==> src/rtl/ym_write_arbiter_if.sv <==
// Signal bundle between the two register-write requesters, the write arbiter
// and the YMF262 host-bus pins.
interface ym_write_arbiter_if;
  logic       req0_valid;
  logic       req0_ready;
  logic       req0_bank;
  logic [7:0] req0_reg;
  logic [7:0] req0_data;

  logic       req1_valid;
  logic       req1_ready;
  logic       req1_bank;
  logic [7:0] req1_reg;
  logic [7:0] req1_data;

  logic [1:0] ym_a;
  logic [7:0] ym_d;
  logic       ym_d_oe;
  logic       ym_cs_n;
  logic       ym_wr_n;
  logic       busy;

  // The arbiter consumes requests and drives the chip pins.
  modport slave (
    input  req0_valid, req0_bank, req0_reg, req0_data,
    input  req1_valid, req1_bank, req1_reg, req1_data,
    output req0_ready, req1_ready,
    output ym_a, ym_d, ym_d_oe, ym_cs_n, ym_wr_n, busy
  );

  modport master (
    output req0_valid, req0_bank, req0_reg, req0_data,
    output req1_valid, req1_bank, req1_reg, req1_data,
    input  req0_ready, req1_ready,
    input  ym_a, ym_d, ym_d_oe, ym_cs_n, ym_wr_n, busy
  );
endinterface

==> src/rtl/ym_write_arbiter.sv <==
// Round-robin YMF262 register-write arbiter: expands each granted write into
// an address cycle and a data cycle with setup, strobe, hold and recovery.
module ym_write_arbiter #(
  parameter int T_SETUP    = 1,
  parameter int T_WR       = 3,
  parameter int T_HOLD     = 1,
  parameter int T_REC_ADDR = 64,
  parameter int T_REC_DATA = 64
) (
  input logic               clk,
  input logic               reset,
  ym_write_arbiter_if.slave bus
);

  typedef enum logic [3:0] {
    IDLE, A_SETUP, A_PULSE, A_HOLD, A_REC, D_SETUP, D_PULSE, D_HOLD, D_REC
  } state_t;

  localparam logic [7:0] LEN_SETUP    = 8'(T_SETUP);
  localparam logic [7:0] LEN_WR       = 8'(T_WR);
  localparam logic [7:0] LEN_HOLD     = 8'(T_HOLD);
  localparam logic [7:0] LEN_REC_ADDR = 8'(T_REC_ADDR);
  localparam logic [7:0] LEN_REC_DATA = 8'(T_REC_DATA);

  state_t     state_q, state_d;
  logic [7:0] cnt_q, cnt_d;
  logic       lastGrant_q, lastGrant_d;
  logic       bank_q, bank_d;
  logic [7:0] reg_q, reg_d;
  logic [7:0] data_q, data_d;
  logic [1:0] ymA_q, ymA_d;
  logic [7:0] ymD_q, ymD_d;
  logic       ymDOe_q, ymDOe_d;
  logic       ymCsN_q, ymCsN_d;
  logic       ymWrN_q, ymWrN_d;

  logic       grant0, grant1;
  logic       accept0, accept1;
  logic       handshake;
  logic       cntDone;
  logic       busCycle;

  function automatic logic [7:0] stateLen(state_t s);
    case (s)
      A_SETUP, D_SETUP: stateLen = LEN_SETUP;
      A_PULSE, D_PULSE: stateLen = LEN_WR;
      A_HOLD,  D_HOLD:  stateLen = LEN_HOLD;
      A_REC:            stateLen = LEN_REC_ADDR;
      D_REC:            stateLen = LEN_REC_DATA;
      default:          stateLen = 8'd0;
    endcase
  endfunction

  // A lone requester always wins; a tie goes to whoever was not served last.
  always_comb begin
    grant0 = bus.req0_valid && (!bus.req1_valid || lastGrant_q);
    grant1 = bus.req1_valid && (!bus.req0_valid || !lastGrant_q);
  end

  assign accept0   = (state_q == IDLE) && !reset && grant0;
  assign accept1   = (state_q == IDLE) && !reset && grant1;
  assign handshake = accept0 || accept1;
  assign cntDone   = (cnt_q == 8'd1);

  always_comb begin
    state_d = state_q;
    case (state_q)
      IDLE:    if (handshake) state_d = A_SETUP;
      A_SETUP: if (cntDone)   state_d = A_PULSE;
      A_PULSE: if (cntDone)   state_d = A_HOLD;
      A_HOLD:  if (cntDone)   state_d = A_REC;
      A_REC:   if (cntDone)   state_d = D_SETUP;
      D_SETUP: if (cntDone)   state_d = D_PULSE;
      D_PULSE: if (cntDone)   state_d = D_HOLD;
      D_HOLD:  if (cntDone)   state_d = D_REC;
      D_REC:   if (cntDone)   state_d = IDLE;
      default:                state_d = IDLE;
    endcase
  end

  always_comb begin
    cnt_d = cnt_q;
    if (state_d != state_q) begin
      cnt_d = stateLen(state_d);
    end else if (state_q != IDLE && !cntDone) begin
      cnt_d = cnt_q - 8'd1;
    end
  end

  // Pin values are derived from the next state so the registered outputs
  // line up exactly with the state they belong to.
  always_comb begin
    lastGrant_d = lastGrant_q;
    bank_d      = bank_q;
    reg_d       = reg_q;
    data_d      = data_q;
    ymA_d       = ymA_q;
    ymD_d       = ymD_q;
    if (handshake) begin
      lastGrant_d = accept1;
      bank_d      = accept1 ? bus.req1_bank : bus.req0_bank;
      reg_d       = accept1 ? bus.req1_reg  : bus.req0_reg;
      data_d      = accept1 ? bus.req1_data : bus.req0_data;
      ymA_d       = {bank_d, 1'b0};
      ymD_d       = reg_d;
    end else if (state_q == A_REC && state_d == D_SETUP) begin
      ymA_d = {bank_q, 1'b1};
      ymD_d = data_q;
    end
    busCycle = state_d inside {A_SETUP, A_PULSE, A_HOLD, D_SETUP, D_PULSE, D_HOLD};
    ymCsN_d  = !busCycle;
    ymDOe_d  = busCycle;
    ymWrN_d  = !(state_d inside {A_PULSE, D_PULSE});
  end

  always_ff @(posedge clk or posedge reset) begin
    if (reset) begin
      state_q     <= IDLE;
      cnt_q       <= '0;
      lastGrant_q <= 1'b1;
      bank_q      <= 1'b0;
      reg_q       <= '0;
      data_q      <= '0;
      ymA_q       <= '0;
      ymD_q       <= '0;
      ymDOe_q     <= 1'b0;
      ymCsN_q     <= 1'b1;
      ymWrN_q     <= 1'b1;
    end else begin
      state_q     <= state_d;
      cnt_q       <= cnt_d;
      lastGrant_q <= lastGrant_d;
      bank_q      <= bank_d;
      reg_q       <= reg_d;
      data_q      <= data_d;
      ymA_q       <= ymA_d;
      ymD_q       <= ymD_d;
      ymDOe_q     <= ymDOe_d;
      ymCsN_q     <= ymCsN_d;
      ymWrN_q     <= ymWrN_d;
    end
  end

  assign bus.req0_ready = accept0;
  assign bus.req1_ready = accept1;
  assign bus.ym_a       = ymA_q;
  assign bus.ym_d       = ymD_q;
  assign bus.ym_d_oe    = ymDOe_q;
  assign bus.ym_cs_n    = ymCsN_q;
  assign bus.ym_wr_n    = ymWrN_q;
  assign bus.busy       = (state_q != IDLE);

endmodule

==> src/flat_wrapper.sv <==
// flat-port wrapper written by rule: the top's interface ports become plain ports
module ym_write_arbiter_flat 
#(
  parameter int T_SETUP    = 1,
  parameter int T_WR       = 3,
  parameter int T_HOLD     = 1,
  parameter int T_REC_ADDR = 64,
  parameter int T_REC_DATA = 64
)
  (clk, reset, bus_req0_valid, bus_req0_bank, bus_req0_reg, bus_req0_data, bus_req1_valid, bus_req1_bank, bus_req1_reg, bus_req1_data, bus_req0_ready, bus_req1_ready, bus_ym_a, bus_ym_d, bus_ym_d_oe, bus_ym_cs_n, bus_ym_wr_n, bus_busy);
  ym_write_arbiter_if bus_i ();
  input logic clk;
  input logic reset;
  input wire logic [$bits(bus_i.req0_valid)-1:0] bus_req0_valid;
  input wire logic [$bits(bus_i.req0_bank)-1:0] bus_req0_bank;
  input wire logic [$bits(bus_i.req0_reg)-1:0] bus_req0_reg;
  input wire logic [$bits(bus_i.req0_data)-1:0] bus_req0_data;
  input wire logic [$bits(bus_i.req1_valid)-1:0] bus_req1_valid;
  input wire logic [$bits(bus_i.req1_bank)-1:0] bus_req1_bank;
  input wire logic [$bits(bus_i.req1_reg)-1:0] bus_req1_reg;
  input wire logic [$bits(bus_i.req1_data)-1:0] bus_req1_data;
  output wire logic [$bits(bus_i.req0_ready)-1:0] bus_req0_ready;
  output wire logic [$bits(bus_i.req1_ready)-1:0] bus_req1_ready;
  output wire logic [$bits(bus_i.ym_a)-1:0] bus_ym_a;
  output wire logic [$bits(bus_i.ym_d)-1:0] bus_ym_d;
  output wire logic [$bits(bus_i.ym_d_oe)-1:0] bus_ym_d_oe;
  output wire logic [$bits(bus_i.ym_cs_n)-1:0] bus_ym_cs_n;
  output wire logic [$bits(bus_i.ym_wr_n)-1:0] bus_ym_wr_n;
  output wire logic [$bits(bus_i.busy)-1:0] bus_busy;
  assign bus_i.req0_valid = bus_req0_valid;
  assign bus_i.req0_bank = bus_req0_bank;
  assign bus_i.req0_reg = bus_req0_reg;
  assign bus_i.req0_data = bus_req0_data;
  assign bus_i.req1_valid = bus_req1_valid;
  assign bus_i.req1_bank = bus_req1_bank;
  assign bus_i.req1_reg = bus_req1_reg;
  assign bus_i.req1_data = bus_req1_data;
  assign bus_req0_ready = bus_i.req0_ready;
  assign bus_req1_ready = bus_i.req1_ready;
  assign bus_ym_a = bus_i.ym_a;
  assign bus_ym_d = bus_i.ym_d;
  assign bus_ym_d_oe = bus_i.ym_d_oe;
  assign bus_ym_cs_n = bus_i.ym_cs_n;
  assign bus_ym_wr_n = bus_i.ym_wr_n;
  assign bus_busy = bus_i.busy;
  ym_write_arbiter #(.T_SETUP(T_SETUP), .T_WR(T_WR), .T_HOLD(T_HOLD), .T_REC_ADDR(T_REC_ADDR), .T_REC_DATA(T_REC_DATA)) u_core (.clk(clk), .reset(reset), .bus(bus_i));
endmodule
==> config.mk <==
export PLATFORM = sky130hd
export DESIGN_NAME = ym_write_arbiter_flat
export DESIGN_NICKNAME = d
export VERILOG_FILES = /design/src/rtl/ym_write_arbiter_if.sv /design/src/rtl/ym_write_arbiter.sv /design/src/flat_wrapper.sv
export SDC_FILE = /design/constraint.sdc
export NUM_CORES = 1
export LEC_CHECK = 0
export ABC_AREA = 1
export CORE_AREA = 2 2 85 87
export CTS_CLUSTER_SIZE = 28
export DETAILED_ROUTE_END_ITERATION = 7
export DIE_AREA = 0 0 87 89
export PLACE_DENSITY = 0.58
export SLEW_MARGIN = 15
export SYNTH_ARGS = -nofsm -noshare
export SYNTH_HDL_FRONTEND = slang
export SYNTH_SLANG_ARGS = --single-unit
==> constraint.sdc <==
create_clock -name clk -period 3 [get_ports clk]
set_input_delay 0.9 -clock clk [delete_from_list [all_inputs] [get_ports clk]]
set_output_delay 0.9 -clock clk [all_outputs]
set_load 0.01 [all_outputs]
=== Yosys cells after proc, flatten, opt, wreduce, memory -nomap -nowiden ===
Memories as Yosys holds them, arrays and structs flattened.
Cells that the tools add are included.

* Register bits: 35
* Latch bits: 0
* Bits in writable memories: 0
* Memory bits (read-only): 48
* Input port bits: 38
* Output and inout bits: 16
* Word-level logic and storage cells: 70
* Memories: 1

{| class="wikitable"
|+ Memories
! name !! words !! width !! rd ports !! clocked after Yosys merged registers in !! wr ports !! line !! RTL
|-
| (name not given) || 16 || 3 || 1 || 0 || 0 || ym_write_arbiter.sv:44 || <nowiki>case (s)</nowiki>
|}

* $add $sub $neg: 1
* $mul: 0
* Divide/modulo/power cells: 0
* Order comparisons: 0
* Eq/ne operators: 16
* Shift operators: 0
* Mux-type cells: 19
* Bitwise logic cells: 0
* Reductions and logical operators: 23

{| class="wikitable"
|+ Operators with widths
! operator !! number
|-
| $mux 8 || 6
|-
| $mux 4 || 9
|-
| $pmux 4 s9 || 1
|-
| $eq 4x3->1 const B || 7
|-
| $eq 4x2->1 const B || 4
|-
| $eq 4x1->1 const B || 2
|-
| $eq 8x1->1 const B || 1
|-
| $sub 8x1->8 const B || 1
|-
| $logic_and 1x1->1 || 7
|-
| $logic_not 1->1 || 7
|-
| $reduce_bool 2->1 || 3
|-
| $reduce_bool 6->1 || 1
|-
| $eq 4x4->1 const B || 1
|-
| $logic_not 4->1 || 1
|-
| $mux 2 || 2
|-
| $ne 4x4->1 || 1
|-
| $reduce_bool 4->1 || 1
|-
| $logic_or 1x1->1 || 3
|-
| $mux 1 || 1
|}

=== Logic depth before layout (Yosys ltp) ===
* Word-level depth: 11
* Mapped depth: 13
* Depth with buffers taken out: 13

=== Worst setup path after synthesis ===
Ideal clock, no wire load.

* Path type: input to output
* From: input port reset
* To: output port bus_req1_ready
* Data arrival time: 2.261 ns
* Required time: 2.100 ns
* Path slack: -0.161 ns
* Cell stages on the path: 4
* Path buffers: 1
* Cells stage by stage: inv_1 nand2_8 nor2_8 buf_2

* Word-level cells in the longest chain between the ends: 3

{| class="wikitable"
|+ RTL lines
! item !! line !! RTL
|-
| start, declared || flat_wrapper.sv:13 || <nowiki>input logic reset;</nowiki>
|-
| $logic_not 1->1 || ym_write_arbiter.sv:61 || <nowiki>assign accept1 = (state_q == IDLE) && !reset && grant1;</nowiki>
|-
| $logic_and 1x1->1 (2 in a row) || ym_write_arbiter.sv:61 ||
|-
| end, declared || flat_wrapper.sv:23 || <nowiki>output wire logic [$bits(bus_i.req1_ready)-1:0] bus_req1_ready;</nowiki>
|}

No other way between the ends.

=== Final worst setup path ===
* From: input port bus_req1_valid
* To: output port bus_req1_ready

* Word-level cells in the longest chain between the ends: 2

{| class="wikitable"
|+ RTL lines
! item !! line !! RTL
|-
| start, declared || flat_wrapper.sv:18 || <nowiki>input wire logic [$bits(bus_i.req1_valid)-1:0] bus_req1_valid;</nowiki>
|-
| $logic_and 1x1->1 || ym_write_arbiter.sv:57 || <nowiki>grant1 = bus.req1_valid && (!bus.req0_valid || !lastGrant_q);</nowiki>
|-
| $logic_and 1x1->1 || ym_write_arbiter.sv:61 ||
|}

No other way between the ends.

==> qor.yml <==
p_switching_uw: 197
hpwl_um: 3640
grt_pass1_vias: 1676
cts_tree: "built"
drt_iter0_drc: 76
rsz0062_at_grt: "no"
tightest_slew_ns: 0.447
core_area_um2: 6720
via_count: 1753
antenna_found_initial: 0
crit_type: "primary input to primary output"
ys_seq_area_share_pct: 43.7
start_kind: "primary input"
drive_gt1_share_pct: 15.2
clock_skew_ns: 0.00353
post_drt_via_cell_ratio: 4.59
post_synth.cell_area_avg_um2: 8.34
synth_area_leaders: "dfrtp_1 (40%), nand2_1 (11%), nor2_1 (7.7%)"
grt_pass1_wl_um: 8160
cts-root-buf: "clkbuf_8"
hold_class: "register to register"
switching_share_pct: 21.9
pwr-share-clk_pct: 39.9
ant_nets: 0
min_period_over_period_pct: 97.2
firstDrtPassIters: 4
fill_cells: 714
netlist.top_cell.by_area: "dfrtp_1"
slew_headroom_pct: 70.2
wirelength_um: 4970
die_area_um2: 7740
yosysMostFrequentCell: "nand2_1"
outcome: "finished, final reports clean"
min_path_cells: 2
num_rows: 30
async_flop_share_pct: 100
diodes: 0
clock-sinks: 35
grt-ovfl-total: 0
cp.required_ns: 2.10
die_w_um: 87
ys_types: 27
p_int_uw: 704
synth_ff_type: "dfrtp_1"
die_y_um: 89
fin_crit_ns: 2.92
r2r_slack_ns: 0.98
finalSetupViolCount: 0
min_to: "u_core.bus.ym_a[0]"
netlist_instances: 241
worstPathMaxFanout: 2
min-delay-start: "u_core.bus.ym_a[0]"
track_usage_pct: 13.7
netlist_area_um2: 2010
start_util_pct: 29.9
io-pin-count: 54
clk_pin_slew_ns: 0.07
maxCapViolations: 0
maxSlewViolCount: 0
arrival_ns: 2.02
r2r_start: "u_core.state_q[0]"
insertion_delay_ns: 0.29
cts_buffer_depth: 2
ys_seq_elements: 35
wl_per_cell_um: 13.0
power.density_nw_per_um2: 330
cts_setup_buffers: 0
endpoint_kind: "primary output"
htreeDepth: 2
finalHoldViolations: 0
area_growth_pct: 35.9
sequentialPowerShare_pct: 52.3
synth-edff-count: 0
reg2reg_depth: 11
layout.nets: 341
grt_max_degree: 36
vdd_ir_drop_max_v: 0.000186
drc_errors: 0
fin_tns_setup_ns: 0
timing.rr.end: "u_core.bus.ym_d[0]"
fmax_mhz: 343
ys_top_cells_by_count: "nand2_1 (57), nor2_1 (41), dfrtp_1 (32)"
io_buffers: 53
gp_congestion: 0.802
pwr-share-comb_pct: 7.8
yosysWarnings: 0
cts.hold.buffers_added: 0
power_uw: 902
p_leak_nw: 1.28
synth_top_area_share_pct: 39.8
synthesis.nets: 281
cts_buffers: 5
-- per-stage QoR --
step           util (%)  worst slack, ns  instances  instance area [um2]  hold slack (ns)
6_report           40.7           0.0833        382                 2730            0.479
5_1_grt            40.7           0.0148        382                 2730            0.504
4_1_cts            40.7         -0.00920        382                 2740            0.478
3_5_place_dp       39.4           -0.339        374                 2650            0.462
3_3_place_gp       39.4           -0.337        374                 2650            0.459
2_1_floorplan         -            0.124        241                 2010            0.449
-- power by group through the flow --
stage | sequential, mW | clock, mW | combinational, mW
after global routing | 0.471 | 0.382 | 0.0765
after detailed placement | 0.481 | 0 | 0.0701
after floorplan | 0.481 | 0 | 0.0140
after CTS | 0.472 | 0.372 | 0.0713
final | 0.472 | 0.359 | 0.0705
after global placement | 0.481 | 0 | 0.0703
-- registers in the layout, indices dropped and copies added (netlist names) --
name	cells
u_core.bank_q	1
u_core.bus.ym_a	2
u_core.data_q	8
u_core.bus.ym_d	8
u_core.bus.ym_cs_n	1
u_core.state_q	4
u_core.bus.ym_wr_n	1
u_core.bus.ym_d_oe	1
u_core.cnt_q	8
u_core.lastGrant_q	1
-- how the worst max path moves through the flow --
| stage | startpoint | end | slack, ns | cells past startpoint |
|---|---|---|---|---|
| after floorplan | reset | bus_req0_ready | 0.12 | 4 |
| after global placement | bus_req1_valid | bus_req1_ready | -0.34 | 6 |
| after detailed placement | bus_req1_valid | bus_req1_ready | -0.34 | 6 |
| after CTS | bus_req1_valid | bus_req0_ready | -0.009 | 6 |
| after global routing | bus_req1_valid | bus_req1_ready | 0.01 | 6 |
| final | bus_req1_valid | bus_req1_ready | 0.08 | 6 |
-- critical path, stage by stage --
cell,delay (ns)
clkdlybuf4s50_1,0.48
inv_1,0.07
o21ai_4,0.19
nand2_2,0.11
nor2_8,0.12
clkbuf_2,0.14
-- kinds of logic after synthesis --
| group | after synthesis | synth area share [%] |
|---|---|---|
| simple gates | 123 | 29.4 |
| compound gates | 42 | 15.7 |
| flops | 35 | 43.7 |
| buf+inv | 33 | 7.28 |
| xor+xnor | 6 | 2.61 |
| fa+ha+maj | 2 | 1.24 |
-- cell usage in the layout, fill, tap and decap left out, types with 3 or more instances in the layout --
cell and count:
nand2_1 56, inv_1 23, nand3_1 7, nand4_1 4
dfstp_2 3, clkdlybuf4s50_1 51, xor2_1 6, nand2_2 5
inv_2 3, o221ai_2 8, dfrtp_1 32, a21oi_1 19
nor2_8 3, buf_4 5, clkbuf_8 6, o21ai_0 10
nor2_1 41
-- cell type report --
type	instances	area, um2	share of cell area (%)
clock buffer	7	86.3	3.16
sequential	35	880	32.2
inverter	27	105	3.85
tap	80	100	3.66
multi-input combinational	173	987	36.1
clock inverter	1	5.00	0.183
timing repair buffer	59	569	20.8
-- per-layer routing --
metal	part of all wire, %	wire length [um]	track usage (%)
met4	1.4	71	6.25
met1	49	2450	19.4
met2	46	2280	20.3
met5	0	0	0
met3	3.3	163	2.31
-- what timing repair did --
item | CTS | global route
gates resized for setup | 4 | 4
pin swaps | 0 | 1
setup endpoints to repair | 2 | 2
Power figures use the tool's default switching activity.
